$ cat src/rtl/audio_pkg.sv
// Shared audio constants, increment formula and sequencer state encoding.
// The increment formula must stay identical to the oscillator's.
package audio_pkg;

    localparam int unsigned INC_WIDTH       = 21;
    // 8 MHz / SAMPLECLOCK_DIV / 32 gives SAMPLEFREQ.
    localparam int unsigned SAMPLECLOCK_DIV = 8;
    localparam int unsigned SAMPLEFREQ      = 31250;

    typedef enum logic {
        ST_IDLE = 1'b0,
        ST_PLAY = 1'b1
    } seq_state_e;

    // Phase increment for a note frequency given in milli-Hz.
    function automatic logic [INC_WIDTH-1:0] calc_increment(input int unsigned freq_mhz);
        logic [63:0] num;
        num = 64'(freq_mhz) << INC_WIDTH;
        return INC_WIDTH'(num / (64'(SAMPLEFREQ) * 64'd1000));
    endfunction

endpackage

$ cat src/rtl/step_ram.sv
// Pattern storage: synchronous write, combinational read, no reset.
// The reader registers the read data, so a same-clk write is never seen early.
module step_ram #(
    parameter int unsigned STEPS     = 16,
    parameter int unsigned INC_WIDTH = 21,
    parameter int unsigned LEN_WIDTH = 16
) (
    input  logic                       clk,
    input  logic                       wr_en,
    input  logic [$clog2(STEPS)-1:0]   wr_addr,
    input  logic [INC_WIDTH-1:0]       wr_inc,
    input  logic [LEN_WIDTH-1:0]       wr_len,
    input  logic [$clog2(STEPS)-1:0]   rd_addr,
    output logic [INC_WIDTH-1:0]       rd_inc,
    output logic [LEN_WIDTH-1:0]       rd_len
);

    logic [INC_WIDTH-1:0] inc_mem_q [STEPS];
    logic [LEN_WIDTH-1:0] len_mem_q [STEPS];

    always_ff @(posedge clk) begin
        if (wr_en) begin
            inc_mem_q[wr_addr] <= wr_inc;
            len_mem_q[wr_addr] <= wr_len;
        end
    end

    assign rd_inc = inc_mem_q[rd_addr];
    assign rd_len = len_mem_q[rd_addr];

endmodule

$ cat src/rtl/gate_sequencer.sv
// Looping step sequencer driving oscillator increment and AR gate,
// advancing on synchronized sample_clock rising edges.
module gate_sequencer #(
    parameter int unsigned STEPS       = 16,
    parameter int unsigned INC_WIDTH   = audio_pkg::INC_WIDTH,
    parameter int unsigned LEN_WIDTH   = 16,
    parameter int unsigned TEMPO_WIDTH = 16
) (
    input  logic                       clk,
    input  logic                       rst,
    input  logic                       sample_clock,
    input  logic                       run,
    input  logic [TEMPO_WIDTH-1:0]     tempo,
    input  logic [$clog2(STEPS):0]     num_steps,
    input  logic                       wr_en,
    input  logic [$clog2(STEPS)-1:0]   wr_addr,
    input  logic [INC_WIDTH-1:0]       wr_increment,
    input  logic [LEN_WIDTH-1:0]       wr_gate_len,
    output logic [INC_WIDTH-1:0]       increment,
    output logic                       gate,
    output logic [$clog2(STEPS)-1:0]   step,
    output logic                       step_strobe
);

    import audio_pkg::*;

    localparam int unsigned STEP_W = $clog2(STEPS);
    localparam int unsigned NUM_W  = STEP_W + 1;
    localparam int unsigned LEN_XW = LEN_WIDTH + 1;
    localparam int unsigned TMP_XW = TEMPO_WIDTH + 1;

    seq_state_e              state_q, state_d;
    logic [2:0]              sync_q;
    logic [INC_WIDTH-1:0]    inc_q, inc_d;
    logic [LEN_WIDTH-1:0]    len_q, len_d;
    logic                    gate_q, gate_d;
    logic [STEP_W-1:0]       step_q, step_d;
    logic                    strobe_q, strobe_d;
    logic [TEMPO_WIDTH-1:0]  step_cnt_q, step_cnt_d;
    logic [LEN_WIDTH-1:0]    gate_cnt_q, gate_cnt_d;

    logic                    tick;
    logic                    load;
    logic [TEMPO_WIDTH-1:0]  tempo_eff;
    logic [NUM_W-1:0]        num_eff;
    logic [NUM_W-1:0]        step_inc;
    logic [STEP_W-1:0]       next_step;
    logic                    gate_hit;
    logic                    step_hit;
    logic [STEP_W-1:0]       rd_addr;
    logic [INC_WIDTH-1:0]    rd_inc;
    logic [LEN_WIDTH-1:0]    rd_len;

    // Two synchronizer stages plus one history bit for the rising-edge detect.
    always_ff @(posedge clk or posedge rst) begin
        if (rst) begin
            sync_q <= '0;
        end else begin
            sync_q <= {sync_q[1:0], sample_clock};
        end
    end

    assign tick = sync_q[1] & ~sync_q[2];

    assign tempo_eff = (tempo == '0) ? TEMPO_WIDTH'(1) : tempo;
    assign num_eff   = (num_steps == '0)           ? NUM_W'(1) :
                       (num_steps > NUM_W'(STEPS)) ? NUM_W'(STEPS) : num_steps;

    // >= so that shrinking num_steps below the current step still wraps.
    assign step_inc  = NUM_W'(step_q) + NUM_W'(1);
    assign next_step = (step_inc >= num_eff) ? '0 : STEP_W'(step_inc);

    assign gate_hit = (LEN_XW'(gate_cnt_q) + LEN_XW'(1)) == LEN_XW'(len_q);
    assign step_hit = (TMP_XW'(step_cnt_q) + TMP_XW'(1)) == TMP_XW'(tempo_eff);

    assign rd_addr = (state_q == ST_PLAY) ? next_step : '0;

    step_ram #(
        .STEPS     (STEPS),
        .INC_WIDTH (INC_WIDTH),
        .LEN_WIDTH (LEN_WIDTH)
    ) u_step_ram (
        .clk     (clk),
        .wr_en   (wr_en),
        .wr_addr (wr_addr),
        .wr_inc  (wr_increment),
        .wr_len  (wr_gate_len),
        .rd_addr (rd_addr),
        .rd_inc  (rd_inc),
        .rd_len  (rd_len)
    );

    always_ff @(posedge clk or posedge rst) begin
        if (rst) begin
            state_q    <= ST_IDLE;
            inc_q      <= '0;
            len_q      <= '0;
            gate_q     <= 1'b0;
            step_q     <= '0;
            strobe_q   <= 1'b0;
            step_cnt_q <= '0;
            gate_cnt_q <= '0;
        end else begin
            state_q    <= state_d;
            inc_q      <= inc_d;
            len_q      <= len_d;
            gate_q     <= gate_d;
            step_q     <= step_d;
            strobe_q   <= strobe_d;
            step_cnt_q <= step_cnt_d;
            gate_cnt_q <= gate_cnt_d;
        end
    end

    always_comb begin
        state_d    = state_q;
        inc_d      = inc_q;
        len_d      = len_q;
        gate_d     = gate_q;
        step_d     = step_q;
        strobe_d   = 1'b0;
        step_cnt_d = step_cnt_q;
        gate_cnt_d = gate_cnt_q;
        load       = 1'b0;

        case (state_q)
            ST_IDLE: begin
                gate_d = 1'b0;
                step_d = '0;
                if (run && tick) begin
                    load    = 1'b1;
                    state_d = ST_PLAY;
                end
            end
            ST_PLAY: begin
                if (!run) begin
                    gate_d     = 1'b0;
                    step_d     = '0;
                    step_cnt_d = '0;
                    gate_cnt_d = '0;
                    state_d    = ST_IDLE;
                end else if (tick) begin
                    step_cnt_d = step_cnt_q + TEMPO_WIDTH'(1);
                    gate_cnt_d = (&gate_cnt_q) ? gate_cnt_q : gate_cnt_q + LEN_WIDTH'(1);
                    if (gate_hit) begin
                        gate_d = 1'b0;
                    end
                    if (step_hit) begin
                        step_d = next_step;
                        load   = 1'b1;
                    end
                end
            end
            default: state_d = ST_IDLE;
        endcase

        // A load overrides the gate drop, which is what makes legato seamless.
        if (load) begin
            inc_d      = rd_inc;
            len_d      = rd_len;
            gate_d     = (rd_len != '0);
            step_cnt_d = '0;
            gate_cnt_d = '0;
            strobe_d   = 1'b1;
        end
    end

    assign increment   = inc_q;
    assign gate        = gate_q;
    assign step        = step_q;
    assign step_strobe = strobe_q;

endmodule

$ cat config.mk
export PLATFORM = sky130hd
export DESIGN_NAME = gate_sequencer
export DESIGN_NICKNAME = d
export VERILOG_FILES = /design/src/rtl/audio_pkg.sv /design/src/rtl/step_ram.sv /design/src/rtl/gate_sequencer.sv
export SDC_FILE = /design/constraint.sdc
export NUM_CORES = 1
export LEC_CHECK = 0
export BUFFER_PORTS_ARGS = -buffer_cell sky130_fd_sc_hd__buf_2
export CORE_ASPECT_RATIO = 0.8
export CORE_MARGIN = 10
export CORE_UTILIZATION = 60
export CTS_BUF_LIST = sky130_fd_sc_hd__clkbuf_16
export CTS_CLUSTER_DIAMETER = 120
export DETAILED_ROUTE_END_ITERATION = 7
export PLACE_DENSITY = 0.82
export SLEW_MARGIN = 5
export SYNTH_ARGS = -nofsm -noshare
export SYNTH_HDL_FRONTEND = slang
export SYNTH_SLANG_ARGS = --single-unit
$ cat constraint.sdc
create_clock -name clk -period 5.1 [get_ports clk]
set_input_delay 0.255 -clock clk [delete_from_list [all_inputs] [get_ports clk]]
set_output_delay 0.255 -clock clk [all_outputs]
set_load 0.005 [all_outputs]
==> flow_summary.yaml <==
synth:
  synth-main-ff-cell: "edfxtp_1"
  ys_ff_latch: 671
  synth.distinct_cells: 73
  synth_edf_count: 592
  ys_seq_area_share_pct: 70.0
  yosys.area.top_type_share_pct: 63.0
  ys_async_sr_fraction_pct: 11.8
  syn_inst: 1982
  synth_top_cells_by_area: "edfxtp_1 (63%), dfrtp_1 (7.0%), a211oi_1 (3.8%)"
  yosys_warnings: 0
  netlist_area_mm2: 0.0282
  syn-num-nets: 2057
  synth.largest_area_cell: "edfxtp_1"
  synth_area_per_cell_um2: 14.2
die:
  io_pins: 94
  rows: 70
  die_h_um: 214
  dieArea_mm2: 0.0562
  initial_core_util_pct: 61.2
  core_area_mm2: 0.0461
  die_w_um: 262
placed_design:
  place_ws_ns: 0.749
  globalplace.congestion: 1.00
  port_buffers: 93
  place_hpwl_um: 42800
global_routing:
  grt_pass1_vias: 18900
  track_usage_pct: 26.7
  grt_pass1_wl_um: 116000
  antenna_found_initial: 3
  overflow: 0
  grt_max_degree: 85
finish:
  layout_common_cells: "edfxtp_1 (592), a211oi_1 (142), mux2i_1 (107)"
  layout-area-overhead-vs-synth_pct: 13.0
  final_common_cell: "edfxtp_1"
  num-nets-final: 2158
  final_core_util_pct: 69.2
  drive_gt1_share_pct: 14.1
worst_hold_path:
  hp-class: "primary input to flop"
  hold_depth: 1
timing:
  fin_setup_tns_ns: 0
  hold_ws_ns: 0.0140
  post-route-min-period_ns: 4.59
  relSlewSlack_pct: 17.2
  post-route-period-util_pct: 89.9
  fin_ws_ns: 0.513
  hold_viol: 0
  grt_setup_unrepaired: "no"
  max_freq_mhz: 218
  clock_skew_ns: 0.0162
  drv_slew: 0
  finalSetupViolations: 0
  worstMarginPinSlew_ns: 1.24
power:
  p_leak_nw: 11.1
  p_sw_share_pct: 22.5
  power_switching_w: 0.00262
  power_frac_comb_pct: 6.3
  power.total_w: 0.0116
  p_int_w: 0.00902
  p_seq_share_pct: 53.7
  power.density_mw_per_mm2: 365
  clock_power_share_pct: 40.0
  peakVddDrop_v: 0.000320
setup_path:
  cp_slowest_stage_delay_ns: 0.53
  critPathKind: "flop to flop"
  cp_slowest_cell: "a21oi_4"
  critical_path_required_ns: 5.57
  crit_chain: "nand3_1 -> xor2_1 -> inv_1 -> ha_1 -> a211o_1 -> buf_4 -> a21oi_4 -> buf_4 -> mux2i_1 -> a22oi_1 -> a22oi_1 -> nand3_1 -> nor4_1 -> o21ai_0"
  cp_max_fo: 42
  crit_path_end_kind: "flop"
  reg2reg_depth: 14
  start_kind: "flop"
  arrival_ns: 5.06
clock_tree:
  clock_latency_ns: 0.64
  numCtsBuffers: 61
  clk_pin_slew_worst_paths_ns: 0.06
  cts-resized-gates: 0
  holdBufCountCts: 29
  cts_tree: "done"
  cts_setup_buffers: 0
  cts_buffer_depth: 3
  clkSinkCount: 671
  root_buffer: "clkbuf_16"
  htree_levels: 2
routing:
  viasPerCell: 6.98
  route.detailed.drc: 0
  drt-total-wl_um: 77700
  drt-initial-drc-count: 2935
  dr.pass1.iters: 6
  wl_per_cell_um: 28.3
  vias: 19200
  ant_nets: 0
outcome:
  run_status: "finished clean"
flow_run:
  cap_violations: 0
registers in the layout, indices dropped and copies added, names as in the netlist:
register              count
step_cnt_q               16
step_strobe               1
u_step_ram.inc_mem_q    336
state_q                   1
u_step_ram.len_mem_q    256
gate                      1
len_q                    16
gate_cnt_q               16
sync_q                    3
step                      4
increment                21
worst paths after layout:
kind                                                          to  slack, ns           startpoint
max                                             gate$_DFFE_PP0P_       0.51  step[2]$_DFFE_PP0P_
min                        u_step_ram.len_mem_q[1][11]$_DFFE_PP_       0.01      wr_gate_len[11]
max reg2reg                                     gate$_DFFE_PP0P_       0.51  step[2]$_DFFE_PP0P_
min reg2reg                                  sync_q[1]$_DFF_PP0_       0.37  sync_q[0]$_DFF_PP0_
max in group asynchronous               increment[7]$_DFFE_PP0P_       3.60                  rst
min in group asynchronous              gate_cnt_q[7]$_DFFE_PP0P_       0.32                  rst
Yosys cell counts (all sizes together) (6+ instances only):
cell	instances
nand2b	12
nand2	99
clkbuf	109
dfrtp	79
mux2i	107
nor2b	9
a211oi	144
and3	14
o22ai	14
or4	6
nand3	26
a221oi	7
nand4	15
nor4	19
a211o	8
ha	8
xor2	18
o31ai	32
a21oi	50
nor2	58
edfxtp	592
and2	6
o21a	45
a31oi	20
inv	14
xnor2	29
mux2	16
or3	61
o211ai	52
o21ai	111
nor3	55
a22oi	20
o221ai	16
a21o	17
buf	35
critical path: cells and delay by family (launching register included):
family,cells,cell delay [ns]
compound gates,5,1.59
xor+xnor,1,0.42
fa+ha+maj,1,0.29
buf+inv,3,0.88
flops,1,0.46
mux,1,0.33
simple gates,3,0.43
final cells by class:
class,count,area [µm²]
Multi-Input combinational cell,1152,8040
Timing Repair Buffer,182,1240
Clock buffer,62,1550
Sequential cell,671,19800
Fill cell,2983,14200
Inverter,15,58.8
Antenna cell,1,2.50
Tap cell,612,766
Clock inverter,53,480
cells by family after synthesis:
group	after synthesis	synth area share, %
AND/OR/NAND/NOR	395	7.25
AO/OA/AOI/OAI	579	14.2
flip-flops	671	70.0
XOR/XNOR	47	1.46
buffers and inverters	159	2.25
adder cells (fa/ha/maj)	8	0.355
multiplexers	123	4.43
power by group through the flow:
stage | Combinational, W | Clock [W] | Sequential (W)
floorplan | 0.000401 | 0 | 0.00632
global placement | 0.000677 | 0 | 0.00635
detailed placement | 0.000698 | 0 | 0.00636
CTS | 0.000724 | 0.00466 | 0.00625
global route | 0.000788 | 0.00487 | 0.00626
finish | 0.000737 | 0.00465 | 0.00625
per-stage QoR:
step | std cells | area (µm²)
finish | 2748 | 31900
global route | 2748 | 31900
CTS | 2747 | 31900
detailed placement | 2603 | 29600
global placement | 2603 | 29600
floorplan | 1982 | 28200
layer usage:
layer / up-vias / global-route usage, % / part of all wire, %
met2: 1444 / 40.9 / 46
met1: 9418 / 36.6 / 38
li1: 8075 / - / -
met4: 2 / 10.4 / 3.6
met3: 240 / 6.13 / 13
met5: - / 0 / 0.012
(Power assumes the default switching activity.)
